===== src/rtl/mem_issue_sequencer.sv =====
// mem_issue_sequencer: issues a 4-slot instruction group in order, letting at
// most one load/store per cycle reach the single memory port (ALU4).
//
// Ports:
//   clk, rst_n            clock, asynchronous active-low reset
//   grp_valid / grp_ready group offer / accept handshake
//   op1..op4, vld         slot opcodes and per-slot valid (bit i-1 = slot i)
//   mem_ready             memory port can take an op this cycle
//   issue                 per-slot one-cycle issue strobe
//   mem_issue, mem_slot   memory op issued this cycle and its slot index
//   busy                  group still has pending slots
//   stall_cnt             saturating count of memory-stall cycles
module mem_issue_sequencer #(
    parameter logic [3:0] LOAD_OP  = 4'b0010,
    parameter logic [3:0] STORE_OP = 4'b0100,
    parameter int         CNT_W    = 8
) (
    input  logic             clk,
    input  logic             rst_n,
    input  logic             grp_valid,
    output logic             grp_ready,
    input  logic [3:0]       op1,
    input  logic [3:0]       op2,
    input  logic [3:0]       op3,
    input  logic [3:0]       op4,
    input  logic [3:0]       vld,
    input  logic             mem_ready,
    output logic [3:0]       issue,
    output logic             mem_issue,
    output logic [1:0]       mem_slot,
    output logic             busy,
    output logic [CNT_W-1:0] stall_cnt
);

    typedef enum logic { IDLE = 1'b0, ISSUE = 1'b1 } state_t;

    localparam logic [CNT_W-1:0] CNT_MAX = {CNT_W{1'b1}};

    state_t      state;
    logic [15:0] ops;
    logic [3:0]  pending;

    logic [3:0]  is_mem;
    logic [3:0]  pend_mem;
    logic [1:0]  k;
    logic [1:0]  m;
    logic        k_ok;
    logic        m_ok;
    logic [3:0]  below_k;
    logic [3:0]  below_m;
    logic [3:0]  left;
    logic        accept;
    logic        stall;

    // Find the oldest (k) and second-oldest (m) pending memory slots.
    always_comb begin
        k    = 2'd0;
        m    = 2'd0;
        k_ok = 1'b0;
        m_ok = 1'b0;
        for (int i = 0; i < 4; i++) begin
            is_mem[i]   = (ops[4*i +: 4] == LOAD_OP) ||
                          (ops[4*i +: 4] == STORE_OP);
            pend_mem[i] = pending[i] && is_mem[i];
        end
        for (int i = 0; i < 4; i++) begin
            if (pend_mem[i]) begin
                if (!k_ok) begin
                    k    = i[1:0];
                    k_ok = 1'b1;
                end else if (!m_ok) begin
                    m    = i[1:0];
                    m_ok = 1'b1;
                end
            end
        end
    end

    assign below_k = (4'b0001 << k) - 4'b0001;
    assign below_m = (4'b0001 << m) - 4'b0001;

    // With the port free, slot k goes out together with everything before m;
    // with the port stalled, only slots older than k may proceed.
    always_comb begin
        issue     = 4'b0000;
        mem_issue = 1'b0;
        mem_slot  = 2'd0;
        if (state == ISSUE) begin
            if (!k_ok) begin
                issue = pending;
            end else if (mem_ready) begin
                issue     = m_ok ? (pending & below_m) : pending;
                mem_issue = 1'b1;
                mem_slot  = k;
            end else begin
                issue = pending & below_k;
            end
        end
    end

    assign left      = pending & ~issue;
    assign grp_ready = (state == IDLE) || (left == 4'b0000);
    assign accept    = grp_valid && grp_ready;
    assign busy      = (state == ISSUE);
    assign stall     = (state == ISSUE) && !mem_ready && k_ok;

    always_ff @(posedge clk or negedge rst_n) begin
        if (!rst_n) begin
            state     <= IDLE;
            ops       <= 16'h0000;
            pending   <= 4'b0000;
            stall_cnt <= '0;
        end else begin
            if (accept) begin
                ops     <= {op4, op3, op2, op1};
                pending <= vld;
                state   <= (vld != 4'b0000) ? ISSUE : IDLE;
            end else if (state == ISSUE) begin
                pending <= left;
                if (left == 4'b0000) begin
                    state <= IDLE;
                end
            end
            if (stall && stall_cnt != CNT_MAX) begin
                stall_cnt <= stall_cnt + 1'b1;
            end
        end
    end

endmodule

===== config.mk =====
export PLATFORM = sky130hd
export DESIGN_NAME = mem_issue_sequencer
export DESIGN_NICKNAME = d
export VERILOG_FILES = /design/src/rtl/mem_issue_sequencer.sv
export SDC_FILE = /design/constraint.sdc
export NUM_CORES = 1
export LEC_CHECK = 0
export CORE_AREA = 5 5 86 68
export DETAILED_ROUTE_END_ITERATION = 7
export DIE_AREA = 0 0 91 73
export PLACE_DENSITY = 0.76
export SLEW_MARGIN = 20
export SYNTH_ARGS = -nofsm -noshare
export SYNTH_HDL_FRONTEND = slang
export SYNTH_SLANG_ARGS = --single-unit
export TNS_END_PERCENT = 20

===== constraint.sdc =====
create_clock -name clk -period 2.9 [get_ports clk]
set_input_delay 0.58 -clock clk [delete_from_list [all_inputs] [get_ports clk]]
set_output_delay 0.58 -clock clk [all_outputs]
set_load 0.1 [all_outputs]

# After elaboration in Yosys (flattened, before gate mapping)
# Index checks and enable logic that the tools add are counted.
[classes]
reduce_logical = 17
muxes = 40
bitwise_logic = 5
add_sub_neg = 3
n_shift = 2
n_eq_ne = 9
[ops]
columns = ["cell", "count"]
rows = [
  ["$mux W2", 13],
  ["$mux W4", 6],
  ["$mux W1", 21],
  ["$eq A4 B2 Y1 const B", 4],
  ["$eq A4 B3 Y1 const B", 4],
  ["$and A4 B4 Y4", 3],
  ["$add A8 B1 Y8 const B", 1],
  ["$logic_and A1 B1 Y1", 8],
  ["$ne A8 B8 Y1 const B", 1],
  ["$shl A1 B2 Y4 const A", 2],
  ["$sub A4 B1 Y4 const B", 2],
  ["$logic_or A1 B1 Y1", 5],
  ["$logic_not A4 Y1", 1],
  ["$not A4 Y4", 1],
  ["$reduce_bool A4 Y1", 1],
  ["$reduce_bool A2 Y1", 1],
  ["$logic_not A1 Y1", 1],
  ["$not A1 Y1", 1],
]
[totals]
ff_bits = 29
wordCells = 80
output_inout_bits = 17
input_bits = 24

# Longest topological paths before layout
[logic_depth]
depth_word = 25
mapped_depth = 13
mapped_depth_nobuf = 11

# Worst setup path before layout
# OpenSTA, ideal clock, no wires.
[synth_path]
path_kind = "register to output"
startpoint = "register ops[1]"
endpoint = "output grp_ready"
required_time_ns = 2.320
path_slack_ns = -1.930
arrival_time_ns = 4.250
path_stages_with_launch = 12
path_buffers = 2
path_cell_list = "dfrtp_1 xor2_1 nand3_1 ha_1 inv_1 a21oi_2 o31ai_2 a211oi_1 or2_1 buf_6 buf_6 o31ai_1"
[synth_between]
elab_chain_cells = 23
elab_cells_between_ends = 42
cone_classes = "add/sub: 2; eq/ne: 2; shift: 2; mux: 28; bitwise: 4; reduce/logical: 4"
[synth_lines]
columns = ["item", "line", "text"]
rows = [
  ["start, declared", "40", "logic [15:0] ops;"],
  ["start signal, assigned", "115", "ops <= {op4, op3, op2, op1};"],
  ["$eq A4 B2 Y1 or $eq A4 B3 Y1 (tied branches)", "62, 63", ""],
  ["$logic_or A1 B1 Y1 *", "62", "is_mem[i] = (ops[4*i +: 4] == LOAD_OP) ||"],
  ["$logic_and A1 B1 Y1 *", "64", "pend_mem[i] = pending[i] && is_mem[i];"],
  ["$mux W1 *", "67", "if (pend_mem[i]) begin"],
  ["$mux W1", "68", "if (!k_ok) begin"],
  ["$mux W1", "67", ""],
  ["$mux W2", "71", "end else if (!m_ok) begin"],
  ["$mux W2", "68", ""],
  ["[... 7 more ...]", "-", ""],
  ["$mux W4", "92", "issue = m_ok ? (pending & below_m) : pending;"],
  ["$mux W4", "91", "end else if (mem_ready) begin"],
  ["$mux W4 *", "89", "if (!k_ok) begin"],
  ["$mux W4 *", "88", "if (state == ISSUE) begin"],
  ["$not A4 Y4 *", "101", "assign left = pending & ~issue;"],
  ["$and A4 B4 Y4 *", "101", ""],
  ["$logic_not A4 Y1 *", "102", "assign grp_ready = (state == IDLE) || (left == 4'b0000);"],
  ["$logic_or A1 B1 Y1 *", "102", ""],
  ["end, declared", "21", "output logic grp_ready,"],
]
# Every way passes the cells marked *; elsewhere a longest branch is shown, timed or not.

# Worst setup path after layout
# Same ends and word-level chain as after synthesis.

==> run_results.csv <==
group,metric,value,unit
status,status,"complete, but fails checks",
status,violations,"negative setup slack",
worst_setup_path,critPathLaunchType,"flip-flop",
timing,tightest_slew,0.698,ns
synth,syn_nets,311,
clocking,root_buffer,"clkbuf_8",
drt,wl_met2,3120,µm
drt,drcViolationCount,0,
timing,relSlewSlack,53.4,%
worst_setup_path,criticalPathCategory,"reg -> out",
synth,synthArstFlopShare,100,%
drt,dr_wl_met3,580,µm
grt,grt_pass1_vias,2207,
drt,viasPerCell,6.02,
timing,hold_violations,0,
synth,ys_dominant_reg_cell,"dfrtp_1",
clocking,post_cts_buffers,0,
power_and_ir_drop,p_per_area,577,mW/mm²
drt,dr.pass1.iters,5,
grt,grt_max_degree,34,
clocking,clock_sinks,29,
grt,grt_pass1_wl,11000,µm
min_path,hp-class,"reg -> reg",
power_and_ir_drop,pwr-share-comb,50.9,%
finish,layout_common_cells,"nand2_1, buf_4, dfrtp_1, clkdlybuf4s50_1, nand4_1",
clocking,cts.reportedPaths.clkPinSlew,0.06,ns
timing,post-route-period-util,110,%
floorplan,initial_core_util,45.5,%
synth,synthTopCellsByArea,"dfrtp_1, nand2_1, nand4_1",
grt,grt_use_total,20.3,%
timing,setup_viol,5,
timing,finClkSkew,0.00540,ns
place,port-buffer-count,40,
synth,yosysUniqueCellTypes,55,
timing,fin_ws,-0.301,ns
synth,yosysTopAreaCell,"dfrtp_1",
synth,syn_area_per_cell,8.19,µm²
clocking,ctsHoldBuffers,0,
finish,fill_cells,417,
timing,slew_viol_final,0,
place,dp_hpwl,4930,µm
job,cap_viol_max_count,0,
drt,topRoutingLayerUsed,"met4",
synth,yosysWarnings,0,
floorplan,io_pins,41,
floorplan,fp.coreArea,0.00504,mm²
drt,wire_per_inst,16.5,µm
power_and_ir_drop,intPower,1.01,mW
synth,ys_seq_area_share,31.7,%
clocking,cts_tree,"yes",
worst_setup_path,crit_required,2.32,ns
power_and_ir_drop,pwr-share-clk,18.0,%
timing,fmaxAchievable,0.312,GHz
power_and_ir_drop,leakage,1.34,nW
clocking,clk_latency,0.27,ns
power_and_ir_drop,switching_power,0.850,mW
floorplan,die_h,73,µm
place,finalWeightedCongestion,0.912,
power_and_ir_drop,seqPwrFrac,31.0,%
grt,grt-ovfl-total,0,
drt,vias,2456,
synth,syn_area,0.00229,mm²
clocking,clockBufferDepth,2,
synth,syn_inst,280,
clocking,htree_levels,2,
place,dpl_worst_slack,-0.198,ns
drt,drtAntennaViolNets,0,
clocking,cts_made_buffers,5,
synth,synth_edf_count,0,
finish,final_common_cell,"nand2_1",
finish,nNetsFinal,377,
synth,ys_seq_elements,29,
timing,hold-worst-slack,0.494,ns
drt,wirelength,6730,µm
power_and_ir_drop,sw_frac_of_total,45.8,%
floorplan,die_w,91,µm
worst_setup_path,cp_data_arrival_time,2.62,ns
finish,layout-drive-gt1-share,26.9,%
power_and_ir_drop,ir_worst_vdd,0.276,mV
synth,synth_top_area_share,31.7,%
floorplan,row_count,23,
finish,areaGrowthSynthToFinish,40.4,%
drt,drt_iter0_drc,286,
grt,antenna_found_initial,0,
timing,rsz0062_at_grt,"true",
drt,drt-met1-wl,2940,µm
finish,diodes,0,
worst_setup_path,end_kind,"primary output",
floorplan,dieArea,0.00664,mm²
worst_setup_path,crit_fanout,3,
timing,min_period,3.20,ns
==> cells by family (layout without fill, tap and decap cells) <==
logic type	after synthesis	in the layout	share of synthesized area, %
mux	2	2	0.928
buf+inv	32	98	6.55
flops	29	29	31.7
fa+ha+maj	7	7	3.82
simple gates	119	119	27.5
compound gates	79	79	24.3
xor+xnor	12	12	5.24
==> critical path, stage by stage (launching register included) <==
cell	delay, ns
dfrtp_1	0.39
xor2_1	0.18
nand3_2	0.14
ha_2	0.36
nand3_1	0.11
o22ai_2	0.21
a211oi_1	0.13
or2_1	0.28
o31ai_4	0.33
buf_12	0.22
==> through the flow <==
stage | instances | power [mW] | utilization, % | TNS [ns] | area, µm²
after global placement | 401 | 1.47 | 60.4 | -2.46 | 3040
after detailed placement | 401 | 1.48 | 60.4 | -3.17 | 3040
after global routing | 408 | 1.95 | 63.9 | -1.40 | 3220
final | 408 | 1.86 | 63.9 | -0.823 | 3220
after floorplan | 280 | 1.16 | - | -2.22 | 2320
after CTS | 408 | 1.85 | 63.6 | -0.817 | 3200
==> power groups by stage <==
stage	registers [mW]	clock network (mW)	logic (mW)
floorplan	0.726	0	0.437
global placement	0.573	0	0.898
detailed placement	0.577	0	0.903
CTS	0.574	0.339	0.933
global route	0.588	0.358	1.01
finish	0.577	0.334	0.946
==> what timing repair did <==
item,in CTS,in global routing
pin swaps,9,1
resized for setup,18,5
endpoints found under the hold margin,0,0
setup endpoints to repair,23,24
==> area by class of cell <==
type / instances / area, µm² / share of cell area [%]
inverter: 14 / 55.1 / 1.71
timing repair buffer: 77 / 747 / 23.2
multi-input combinational: 219 / 1530 / 47.4
clock buffer: 7 / 86.3 / 2.68
tap: 62 / 77.6 / 2.41
sequential: 29 / 726 / 22.6
==> routing by layer <==
layer / GRT usage [%] / up-vias
li1: - / 1178
met1: 28.7 / 1154
met2: 31.8 / 112
met3: 4.43 / 12
met4: 5.21 / 0
met5: 0 / -
==> path summary, 6_finish.rpt <==
| path | from | end | slack (ns) | cells after the start |
|---|---|---|---|---|
| worst max register to register | ops[1] | pending[2] | 0.13 | 11 |
| worst min register to register | stall_cnt[7] | stall_cnt[7] | 0.49 | 1 |
| worst min-delay path | stall_cnt[7] | stall_cnt[7] | 0.49 | 1 |
| max in group asynchronous | rst_n | ops[12] | 1.92 | 2 |
| worst max-delay path | ops[1] | grp_ready | -0.30 | 9 |
| min in group asynchronous | rst_n | stall_cnt[4] | 0.69 | 2 |
==> cells in the mapped netlist (all sizes together), types with 2 or more instances <==
cell	count
nand2	47
dfrtp	29
nand4	20
o21ai	20
o211ai	16
or4	16
a21oi	15
inv	14
clkbuf	11
nor2	10
nand3	8
buf	7
ha	7
xor2	7
xnor2	5
a211oi	4
a31o	4
and3	4
o22ai	3
a31oi	2
and2	2
nand2b	2
nor3	2
nor3b	2
o31ai	2
or2	2
==> state kept, by name, indices dropped and copies added, names as in the netlist <==
register / cells
ops: 16
busy: 1
pending: 4
stall_cnt: 8
(Power assumes the default switching activity.)
==> patch, RTL diff (config.mk and constraints unchanged) <==
Change the parameter `CNT_W` from 8 to 7.
--- a/src/rtl/mem_issue_sequencer.sv
+++ b/src/rtl/mem_issue_sequencer.sv
@@ -13,7 +13,7 @@
 module mem_issue_sequencer #(
     parameter logic [3:0] LOAD_OP  = 4'b0010,
     parameter logic [3:0] STORE_OP = 4'b0100,
-    parameter int         CNT_W    = 8
+    parameter int         CNT_W    = 7
 ) (
     input  logic             clk,
     input  logic             rst_n,
Ports: changed (resized stall_cnt); port bits go from 41 to 40. No check against the original RTL was run, so the function may have changed too.
==> patch against the original RTL <==
The flow still finishes with violations (setup timing). Worst setup slack worse by 0.38 ns. Hold slack improved by 0.022 ns. Design area decreased by 5.1%. Routed wire length is 12% lower. Sequential power shrank 10%. Synthesized cell count is 36% lower. Via count shrank 23%. Synthesized area decreased by 21%. Clock power shrank 6.6%. Total power shrank 10%. Utilization down 3.3 points. Clock skew is 0.0010 ns lower. Sequential cell count is 1 lower.
==> patch: results (changes against the original RTL) <==
Min path
  • Hold Path End: stall_cnt[5]
  • Hold path startpoint: stall_cnt[5]

Finish
  • Final std cells w/o fill: 338 (-17%)
  • Sequential cell area share: 0.230 (+0.00400)
  • Final Net Count: 308 (-18%)
  • Proportion of layout cells with a drive suffix above 1: 0.453 (+0.184)
  • Multi-input gates: 134 (-39%)
  • Fraction of area in multi-input gates: 0.393 (-0.0817)
  • Signal buffers share of area: 0.317 (+0.0847)

STA
  • Final setup margin: -0.678 ns (-0.377 ns)
  • Final setup violation count: 26 (+21)
  • Hold_ws: 0.516 ns (+0.0224 ns)
  • Clk_skew: 0.00437 ns (-0.00103 ns)
  • Slew @ Worst Pin: 0.408 ns (-0.290 ns)

Synth
  • Mapped Nets: 209 (-33%)
  • Top area cells in the synthesized netlist: dfrtp_1 38%, mux2_4 6.6%, mux2_2 4.9%, ha_1 4.8%, nand3_1 3.0%

Clock tree
  • Clk sinks: 28 (-3.4%)
  • Total CTS buffers: 3 (-2)
  • Clock-pin slew on the worst setup and hold paths: 0.10 ns (+0.04 ns)

Power and ir drop
  • Static Leak: 1.35 nW (+0.37%)
  • Peak VDD IR: 0.369 mV (+34%)
  • Seq. pwr: 0.000517 W (-10%)
  • Sw Share: 0.409 (-0.0490)

Placement
  • Placed inst area: 2710 um2 (-11%)
  • Dpl cells: 323 (-19%)
  • Gp weighted congestion: 0.922 (+1.1%)
  • HPWL after DPL: 4160 um (-16%)

Setup path
  • Worst r2r dst: ops[4]
  • Critical Path Max Stage Delay: 0.43 ns (+0.04 ns)
  • CP delay by family, top: simple AND/OR/NAND/NOR gates
  • Worst endpoint data arrival time: 3.00 ns (+0.38 ns)
  • Worst-path maximum fanout: 4 (+1)
  • Reg2Reg Depth: 13 (+2)

Routing
  • 1st-pass router iterations: 4 (-1)
  • Initial DRC Count: 152 (-47%)
  • Drt wl/cell: 17.6 um (+6.6%)

GRT
  • First-pass GRT wire length: 9000 um (-18%)
  • Largest net degree at the start of global routing: 29 (-15%)
  • Vias in the first global route: 1,876 (-15%)

Run status
  • Status: finished, violations left
  • Failing checks: setup timing
-- patch: cell types whose count changed after synthesis, moves of 9 or more --
| cell | change |
|---|---|
| or4_1 | -16 |
| a21oi_1 | -9 |
| nand2_1 | -34 |
| o21ai_0 | -14 |
| o211ai_1 | -11 |
| nand4_1 | -19 |
-- patch: cell families after synthesis --
group | count (synthesis) | synth area share
DFF | 28 | 0.385
and+or+nand+nor | 57 | 0.170
muxes | 16 | 0.115
adders and majority gates | 7 | 0.0481
AOI/OAI and AO/OA | 43 | 0.183
buffers and inverters | 16 | 0.0460
xor gates and xnor gates | 11 | 0.0529
-- patch: metal layers --
layer,up-vias,share of wire,track usage
li1,863,-,-
met2,72,0.49,0.279
met5,-,0,0
met1,933,0.44,0.225
met3,13,0.052,0.0268
met4,0,0.022,0.0440
-- patch: what timing repair did --
item                                   in CTS  in global routing
buffers inserted                            4                  5
cloned                                      0                  2
endpoints found under the hold margin       0                  0
pin swaps                                   5                  2
gates resized for setup                    14                 15
setup endpoints to repair                  27                 27
